==> src/rtl/riscv_alu_pkg.sv <==
// Package riscv_alu_pkg
// Purpose : shared opcode constants, the multiply/divide FSM state type and
//           small opcode-classification helpers for the M-extension unit.
// Contents:
//   OP_MUL..OP_REMU   full-width M opcodes (ALU encoding 10-17)
//   OP_MULW..OP_REMUW word M opcodes (ALU encoding 38-42)
//   muldiv_state_t    IDLE / CALC / DONE
//   is_mul / is_div / is_rem / is_word / is_signed_a / is_signed_b
package riscv_alu_pkg;

   localparam logic [7:0] OP_MUL    = 8'd10;
   localparam logic [7:0] OP_MULH   = 8'd11;
   localparam logic [7:0] OP_MULHSU = 8'd12;
   localparam logic [7:0] OP_MULHU  = 8'd13;
   localparam logic [7:0] OP_DIV    = 8'd14;
   localparam logic [7:0] OP_DIVU   = 8'd15;
   localparam logic [7:0] OP_REM    = 8'd16;
   localparam logic [7:0] OP_REMU   = 8'd17;
   localparam logic [7:0] OP_MULW   = 8'd38;
   localparam logic [7:0] OP_DIVW   = 8'd39;
   localparam logic [7:0] OP_DIVUW  = 8'd40;
   localparam logic [7:0] OP_REMW   = 8'd41;
   localparam logic [7:0] OP_REMUW  = 8'd42;

   typedef enum logic [1:0] {
      IDLE,
      CALC,
      DONE
   } muldiv_state_t;

   function automatic logic is_mul(input logic [7:0] op);
      return op inside {OP_MUL, OP_MULH, OP_MULHSU, OP_MULHU, OP_MULW};
   endfunction

   function automatic logic is_div(input logic [7:0] op);
      return op inside {OP_DIV, OP_DIVU, OP_REM, OP_REMU,
                        OP_DIVW, OP_DIVUW, OP_REMW, OP_REMUW};
   endfunction

   function automatic logic is_rem(input logic [7:0] op);
      return op inside {OP_REM, OP_REMU, OP_REMW, OP_REMUW};
   endfunction

   function automatic logic is_word(input logic [7:0] op);
      return op inside {OP_MULW, OP_DIVW, OP_DIVUW, OP_REMW, OP_REMUW};
   endfunction

   // MUL/MULW only need the low product bits, which do not depend on
   // signedness, so treating them as signed is harmless.
   function automatic logic is_signed_a(input logic [7:0] op);
      return op inside {OP_MUL, OP_MULH, OP_MULHSU, OP_DIV, OP_REM,
                        OP_MULW, OP_DIVW, OP_REMW};
   endfunction

   function automatic logic is_signed_b(input logic [7:0] op);
      return op inside {OP_MUL, OP_MULH, OP_DIV, OP_REM,
                        OP_MULW, OP_DIVW, OP_REMW};
   endfunction

endpackage

==> src/rtl/muldiv_divider_core.sv <==
// Module muldiv_divider_core
// Purpose : unsigned restoring divider, one quotient bit per step pulse.
//           The dividend is shifted out MSB-first from the quotient register
//           while quotient bits are shifted in at the bottom.
// Ports   :
//   clk, reset            clock, synchronous active-high reset
//   load                  capture dividend/divisor, clear partial remainder
//   step                  perform one restoring step
//   dividend, divisor     unsigned operands (XLEN)
//   quotient, remainder   current quotient / partial remainder (XLEN)
module muldiv_divider_core #(
   parameter int XLEN = 64
) (
   input  logic            clk,
   input  logic            reset,
   input  logic            load,
   input  logic            step,
   input  logic [XLEN-1:0] dividend,
   input  logic [XLEN-1:0] divisor,
   output logic [XLEN-1:0] quotient,
   output logic [XLEN-1:0] remainder
);

   logic [XLEN-1:0] quot_q;
   logic [XLEN-1:0] rem_q;
   logic [XLEN-1:0] dsor_q;
   logic [XLEN:0]   trial;
   logic            fits;
   logic [XLEN-1:0] rem_next;

   // The trial value is one bit wider than the divisor so that a full-width
   // divisor can still be compared without overflow.
   always_comb begin
      trial    = {rem_q, quot_q[XLEN-1]};
      fits     = (trial >= {1'b0, dsor_q});
      rem_next = fits ? XLEN'(trial - {1'b0, dsor_q}) : trial[XLEN-1:0];
   end

   always_ff @(posedge clk) begin
      if (reset) begin
         quot_q <= '0;
         rem_q  <= '0;
         dsor_q <= '0;
      end else if (load) begin
         quot_q <= dividend;
         rem_q  <= '0;
         dsor_q <= divisor;
      end else if (step) begin
         rem_q  <= rem_next;
         quot_q <= {quot_q[XLEN-2:0], fits};
      end
   end

   assign quotient  = quot_q;
   assign remainder = rem_q;

endmodule

==> src/rtl/muldiv_unit.sv <==
// Module muldiv_unit
// Purpose : iterative RISC-V M / RV64M multiply-divide unit with a
//           valid/ready interface, sitting beside the EX-stage ALU.
//           Multiplies by shift-add, divides by restoring division, both on
//           magnitudes with a sign fix-up applied to the final registers.
//           Divide-by-zero, signed overflow and non-M opcodes finish in one
//           cycle without entering CALC.
// Ports   :
//   clk, reset            clock, synchronous active-high reset
//   flush                 abort any in-flight operation
//   in_valid / in_ready   request handshake (in_ready only in IDLE)
//   op, rs1, rs2          ALU opcode and operands
//   out_valid / out_ready result handshake
//   result                XLEN result, zero unless out_valid
//   illegal               op was not an M opcode (qualifies out_valid)
module muldiv_unit
   import riscv_alu_pkg::*;
#(
   parameter int XLEN = 64,
   parameter int OP_W = 8
) (
   input  logic            clk,
   input  logic            reset,
   input  logic            flush,
   input  logic            in_valid,
   output logic            in_ready,
   input  logic [OP_W-1:0] op,
   input  logic [XLEN-1:0] rs1,
   input  logic [XLEN-1:0] rs2,
   output logic            out_valid,
   input  logic            out_ready,
   output logic [XLEN-1:0] result,
   output logic            illegal
);

   localparam int CNT_W = $clog2(XLEN) + 1;
   localparam int PW    = 2 * XLEN;
   localparam logic [XLEN-1:0] MIN_VAL = {1'b1, {(XLEN-1){1'b0}}};

   muldiv_state_t state;
   muldiv_state_t state_next;

   // Request decode
   logic [7:0]      op_code;
   logic            word;
   logic            legal;
   logic            sign_a;
   logic            sign_b;
   logic            a_neg;
   logic            b_neg;
   logic [31:0]     a_m32;
   logic [31:0]     b_m32;
   logic [XLEN-1:0] a_mag;
   logic [XLEN-1:0] b_mag;
   logic [XLEN-1:0] a_val;
   logic            b_zero;
   logic            overflow;
   logic            special;
   logic [XLEN-1:0] special_res;
   logic            accept;

   // Latched operation
   logic [7:0]      op_q;
   logic            word_q;
   logic            mul_q;
   logic            is_rem_q;
   logic            neg_q;
   logic            rem_neg_q;
   logic            special_q;
   logic            illegal_q;
   logic [XLEN-1:0] special_res_q;
   logic [CNT_W-1:0] cnt;
   logic [CNT_W-1:0] steps_q;

   // Multiplier datapath
   logic [PW-1:0]   mcand_q;
   logic [XLEN-1:0] mplier_q;
   logic [PW-1:0]   prod_q;

   // Divider interface
   logic            div_load;
   logic            div_step;
   logic [XLEN-1:0] div_dividend;
   logic [XLEN-1:0] quotient;
   logic [XLEN-1:0] remainder;

   // Result assembly
   logic [PW-1:0]   prod_fix;
   logic [XLEN-1:0] quot_fix;
   logic [XLEN-1:0] rem_fix;
   logic [XLEN-1:0] mul_res;
   logic [XLEN-1:0] div_res;
   logic [XLEN-1:0] calc_res;

   // Classify the incoming request and turn the operands into magnitudes.
   // W ops look only at the low 32 bits; their magnitudes are zero-extended
   // so the shared datapath sees a plain unsigned value. Special cases are
   // resolved here so IDLE can jump straight to DONE.
   always_comb begin
      op_code  = 8'(op);
      word     = is_word(op_code);
      legal    = (is_mul(op_code) || is_div(op_code)) && !(word && (XLEN == 32));
      sign_a   = is_signed_a(op_code);
      sign_b   = is_signed_b(op_code);
      a_neg    = 1'b0;
      b_neg    = 1'b0;
      a_m32    = '0;
      b_m32    = '0;
      a_mag    = '0;
      b_mag    = '0;
      a_val    = '0;
      b_zero   = 1'b0;
      overflow = 1'b0;
      if (word) begin
         a_neg    = sign_a && rs1[31];
         b_neg    = sign_b && rs2[31];
         a_m32    = a_neg ? (~rs1[31:0] + 32'd1) : rs1[31:0];
         b_m32    = b_neg ? (~rs2[31:0] + 32'd1) : rs2[31:0];
         a_mag    = XLEN'(a_m32);
         b_mag    = XLEN'(b_m32);
         a_val    = XLEN'($signed(rs1[31:0]));
         b_zero   = (rs2[31:0] == 32'd0);
         overflow = sign_a && (rs1[31:0] == 32'h8000_0000) && (rs2[31:0] == 32'hFFFF_FFFF);
      end else begin
         a_neg    = sign_a && rs1[XLEN-1];
         b_neg    = sign_b && rs2[XLEN-1];
         a_mag    = a_neg ? (~rs1 + XLEN'(1)) : rs1;
         b_mag    = b_neg ? (~rs2 + XLEN'(1)) : rs2;
         a_val    = rs1;
         b_zero   = (rs2 == '0);
         overflow = sign_a && (rs1 == MIN_VAL) && (rs2 == '1);
      end

      // For signed overflow the quotient equals the dividend itself.
      special     = 1'b0;
      special_res = '0;
      if (!legal) begin
         special = 1'b1;
      end else if (is_div(op_code) && b_zero) begin
         special     = 1'b1;
         special_res = is_rem(op_code) ? a_val : '1;
      end else if (is_div(op_code) && overflow) begin
         special     = 1'b1;
         special_res = is_rem(op_code) ? '0 : a_val;
      end
   end

   assign accept = in_valid && in_ready && !flush;

   // State register.
   always_ff @(posedge clk) begin
      if (reset) begin
         state <= IDLE;
      end else begin
         state <= state_next;
      end
   end

   // Next-state and handshake outputs. flush overrides everything.
   always_comb begin
      state_next = state;
      in_ready   = 1'b0;
      out_valid  = 1'b0;
      case (state)
         IDLE: begin
            in_ready = !reset;
            if (in_valid) begin
               state_next = special ? DONE : CALC;
            end
         end
         CALC: begin
            if (cnt == steps_q - CNT_W'(1)) begin
               state_next = DONE;
            end
         end
         DONE: begin
            out_valid = 1'b1;
            if (out_ready) begin
               state_next = IDLE;
            end
         end
         default: state_next = IDLE;
      endcase
      if (flush) begin
         state_next = IDLE;
      end
   end

   // Operation latch, step counter and the inline shift-add multiplier.
   // The multiplicand lives in a 2*XLEN register that shifts left each step,
   // so every step is a single conditional add.
   always_ff @(posedge clk) begin
      if (reset) begin
         op_q          <= '0;
         word_q        <= 1'b0;
         mul_q         <= 1'b0;
         is_rem_q      <= 1'b0;
         neg_q         <= 1'b0;
         rem_neg_q     <= 1'b0;
         special_q     <= 1'b0;
         illegal_q     <= 1'b0;
         special_res_q <= '0;
         cnt           <= '0;
         steps_q       <= '0;
         mcand_q       <= '0;
         mplier_q      <= '0;
         prod_q        <= '0;
      end else if (accept) begin
         op_q          <= op_code;
         word_q        <= word;
         mul_q         <= is_mul(op_code);
         is_rem_q      <= is_rem(op_code);
         neg_q         <= a_neg ^ b_neg;
         rem_neg_q     <= a_neg;
         special_q     <= special;
         illegal_q     <= !legal;
         special_res_q <= special_res;
         cnt           <= '0;
         steps_q       <= word ? CNT_W'(32) : CNT_W'(XLEN);
         mcand_q       <= {{XLEN{1'b0}}, a_mag};
         mplier_q      <= b_mag;
         prod_q        <= '0;
      end else if ((state == CALC) && !flush) begin
         cnt <= cnt + CNT_W'(1);
         if (mul_q) begin
            prod_q   <= prod_q + (mplier_q[0] ? mcand_q : '0);
            mcand_q  <= mcand_q << 1;
            mplier_q <= mplier_q >> 1;
         end
      end
   end

   // W dividends are pre-shifted to the top so that 32 steps consume exactly
   // their 32 significant bits.
   assign div_load     = accept && legal && !special && is_div(op_code);
   assign div_step     = (state == CALC) && !mul_q && !flush;
   assign div_dividend = word ? (a_mag << (XLEN - 32)) : a_mag;

   muldiv_divider_core #(
      .XLEN (XLEN)
   ) u_divider (
      .clk       (clk),
      .reset     (reset),
      .load      (div_load),
      .step      (div_step),
      .dividend  (div_dividend),
      .divisor   (b_mag),
      .quotient  (quotient),
      .remainder (remainder)
   );

   // Sign fix-up and result selection from the final datapath registers.
   // These registers are frozen in DONE, so the result stays stable until
   // the consumer takes it.
   always_comb begin
      prod_fix = neg_q ? (~prod_q + PW'(1)) : prod_q;
      quot_fix = neg_q ? (~quotient + XLEN'(1)) : quotient;
      rem_fix  = rem_neg_q ? (~remainder + XLEN'(1)) : remainder;

      if (op_q == OP_MUL) begin
         mul_res = prod_fix[XLEN-1:0];
      end else if (op_q == OP_MULW) begin
         mul_res = XLEN'($signed(prod_fix[31:0]));
      end else begin
         mul_res = prod_fix[PW-1:XLEN];
      end

      div_res = is_rem_q ? rem_fix : quot_fix;
      if (word_q) begin
         div_res = XLEN'($signed(div_res[31:0]));
      end

      if (special_q) begin
         calc_res = special_res_q;
      end else if (mul_q) begin
         calc_res = mul_res;
      end else begin
         calc_res = div_res;
      end
   end

   assign result  = (state == DONE) ? calc_res : '0;
   assign illegal = (state == DONE) && illegal_q;

endmodule
==> config.mk <==
export PLATFORM = sky130hd
export DESIGN_NAME = muldiv_unit
export DESIGN_NICKNAME = d
export VERILOG_FILES = /design/src/rtl/riscv_alu_pkg.sv /design/src/rtl/muldiv_divider_core.sv /design/src/rtl/muldiv_unit.sv
export SDC_FILE = /design/constraint.sdc
export NUM_CORES = 2
export LEC_CHECK = 0
export CAP_MARGIN = 40
export CORE_MARGIN = 1
export CORE_UTILIZATION = 60
export CTS_BUF_LIST = sky130_fd_sc_hd__clkbuf_4 sky130_fd_sc_hd__clkbuf_8
export CTS_CLUSTER_DIAMETER = 200
export CTS_CLUSTER_SIZE = 8
export DETAILED_ROUTE_END_ITERATION = 10
export PLACE_DENSITY_LB_ADDON = 0.25
export SLEW_MARGIN = 20
export SYNTH_ARGS = -nofsm -noshare
export SYNTH_HDL_FRONTEND = slang
export SYNTH_HIERARCHICAL = 1
export SYNTH_SLANG_ARGS = --single-unit
==> constraint.sdc <==
create_clock -name clk -period 8.3 [get_ports clk]
set_input_delay 1.66 -clock clk [delete_from_list [all_inputs] [get_ports clk]]
set_output_delay 1.66 -clock clk [all_outputs]
set_load 0.1 [all_outputs]
==> results.md <==
* Worst Hold Class: reg2reg
* Clock Latency Late Sink at 0.79 ns
* Worst R2R End: prod_q[126]
* Initial DRC Count at 7603
* Startpoint types: flip-flop
* Initial antenna violation count at 6
* Nets at 7196
* Worst flop-to-flop path startpoint: mplier_q[0]
* WL/cell at 25.3 um
* Final period util at 0.943
* Most common cell in the netlist: nand2_1
* Largest cells by area after synthesis: dfxtp_1, a21oi_1, nand2_1
* Top Ports at 208
* Mapped Area at 48900 um2
* Clock skew at 0.0793 ns
* Total wire length at 200000 um
* Leading area contributor after synthesis: dfxtp_1
* Syn nets at 7277
* Sequential power share at 0.498
* GRT Total Usage at 0.464
* Hold Worst Slack at 0.444 ns
* Clock transition at path regs at 0.07 ns
* Critical-path maximum fanout at 8
* Port-buffer cells at 207
* M2 GR Usage at 0.705
* Congestion Overflow GR at 0
* Post-route ant nets at 0
* Final hold violation count at 0
* Min-delay src: special_res_q[28]
* TritonCTS clock tree: built
* R2R depth at 14
* Post-layout util at 0.660
* Switching Power at 1.77 mW
* H-tree Lvls at 3
* Worst Setup End Kind: output pin
* Worst slack, placed at 1.64 ns
* Top cell type's share of synthesized area at 0.246
* Post-synthesis cell type count at 107
* Drc violations at 0
* Die W at 288 um
* CTS buffer count at 85
* Status: completed
* P per Cell Area at 111 nW/um2
* Max_cap viols at 0
* Power consumption at 5.92 mW
* Switching share of total power at 0.299
* Unrepaired setup endpoints after global routing: no
* Post-route setup slack at 0.476 ns
* Gr busiest metal: met2
* Int Pwr at 4.15 mW
* CTS root buf: clkbuf_8
* FF+latch count, synth at 601
* Hold Buf Count CTS at 0
* Vias in the first global route at 48600
* Via density at 6.80
* P_leak at 20.8 nW
* Hold path endpoint: special_res_q[28]
* Req. time, crit path at 6.64 ns
* M1 GR Usage at 0.589
* VDD IR-drop max at 0.000156 V
* Setup Buffers After CTS at 0
* First-pass GRT wire length at 296000 um
* Core Area at 80500 um2
* CTS resizes at 0
* WHS Path Cells at 2
* Largest net degree at the start of global routing at 182
* Sink Count at 601
* Vias at 53900
* Clock power frac at 0.371
* Most used DFF post-synth: dfxtp_1
* Routability cong. at 1.12
* Initial Util at 0.607
* YS warnings at 6
* Area grow syn2layout at 8.68%
* Comb pwr share at 0.131
* Syn Area/Cell at 7.05 um2
* CTS max path bufs at 3
* Floorplan die height at 288 um
* Register-to-register setup slack at 1.99 ns
* Final Max Tran Viols at 0
* Setup-failing EPs final at 0
* Fillcell total at 7187
* Worst Path Arrival at 6.16 ns
* Met3 Usage GRT at 0.100
* Setup TNS at 0 ns
* Least-Margin Pin Slew at 1.08 ns
* # rows at 104
* Fmax at 128 MHz
* Slew margin rel. at 0.277
* First-pass iteration count of the detailed router at 9
* Post-DP HPWL at 154000 um
* Async set-or-reset flop fraction in the synthesized netlist at 0
* CP Class: reg2out
* Die Footprint at 82700 um2
* Gate Count Post-Synth at 6936
* Period minus WS final at 7.82 ns
* Proportion of layout cells with a drive suffix above 1 at 0.0561
* Synth top cells by count: nand2_1, nor2_1, a21oi_1
* Sequential-to-total area share from yosys stat at 0.246
* Post-synth EDFFs at 0
==> cells by family after synthesis <==
logic type / share of synthesized area
muxes: 0.0412
buffers and inverters: 0.0511
AOI/OAI and AO/OA: 0.265
adders and majority gates: 0.0514
and+or+nand+nor: 0.249
xor gates and xnor gates: 0.0968
DFF: 0.246
==> placed cells by master, fill, tap and decap left out, types with 98 or more instances in the layout <==
cell             count
xnor2_1            304
inv_1              149
nand2_1            950
a21oi_1            742
mux2i_1            191
dfxtp_1            595
a22oi_1            107
xor2_1             237
and2_1             146
nand4_1            131
a21o_1             111
buf_4              118
nor2_1             808
ha_1               198
clkdlybuf4s50_1    166
o31ai_1            114
nand3_1             98
nor3_1             111
o21ai_0            393
==> area by class of cell <==
cell class              count  area [um2]  area share
flip-flops and latches    601       12000       0.226
clock inverters             7        83.8     0.00158
repair buffers            342        3420      0.0643
multi-input cells        5674       34500       0.649
inverters                 151         567      0.0107
clock buffers              89        1210      0.0227
diodes                      5        12.5    0.000235
well taps                1060        1330      0.0249
==> state kept, by name (all words and copies together) (netlist names) <==
register and count:
prod_q 128, mplier_q 64, u_divider/quotient 64, state 2, op_q 8, neg_q 1
illegal_q 1, mul_q 1, special_res_q 64, cnt 7, rem_neg_q 1, steps_q 2
special_q 1, u_divider/dsor_q 64, mcand_q 128, is_rem_q 1, u_divider/remainder 64
==> critical path, stage by stage, from the launching register on <==
cell      delay (ns)
dfxtp_1         0.37
nor4_2          0.55
nand3_1         0.34
nor4_1          0.73
nand4_2         0.36
nor4b_4         0.64
nand3_2         0.36
o31ai_1         0.35
xor2_1          0.15
a221oi_1        0.78
a21oi_1         0.25
nand2_1         0.21
buf_4           0.32
==> worst max path at each step <==
stage | from | endpoint | slack [ns] | depth (start not counted)
after global placement | prod_q[76] | result[30] | 1.19 | 12
after floorplan | u_divider/remainder[14] | result[63] | 1.40 | 10
final | prod_q[24] | result[35] | 0.48 | 12
after detailed placement | prod_q[24] | result[35] | 1.64 | 12
after CTS | prod_q[24] | result[35] | 0.86 | 12
after global routing | prod_q[24] | result[35] | 0.43 | 12
==> power groups by stage <==
stage / clock network, mW / logic (mW) / registers (mW)
2_1_floorplan: 0 / 0.467 / 2.99
3_3_place_gp: 0 / 0.723 / 3.01
3_5_place_dp: 0 / 0.742 / 3.01
4_1_cts: 2.19 / 0.746 / 2.94
5_1_grt: 2.30 / 0.813 / 2.95
6_report: 2.20 / 0.777 / 2.95
==> layer usage <==
metal  up-vias  share of wire  wire [um]
met2      3376           0.43      85100
met4         2          0.079      15900
met3       729           0.11      21800
li1      24500              -          -
met1     25300           0.39      77300
met5         -       0.000080         16
==> per-stage QoR <==
stage / cell area (um2) / instances
6_report: 53200 / 7929
3_5_place_dp: 51800 / 7817
2_1_floorplan: 48900 / 6936
3_3_place_gp: 51000 / 7769
5_1_grt: 53200 / 7927
4_1_cts: 53100 / 7913
Power figures use the tool's default switching activity.
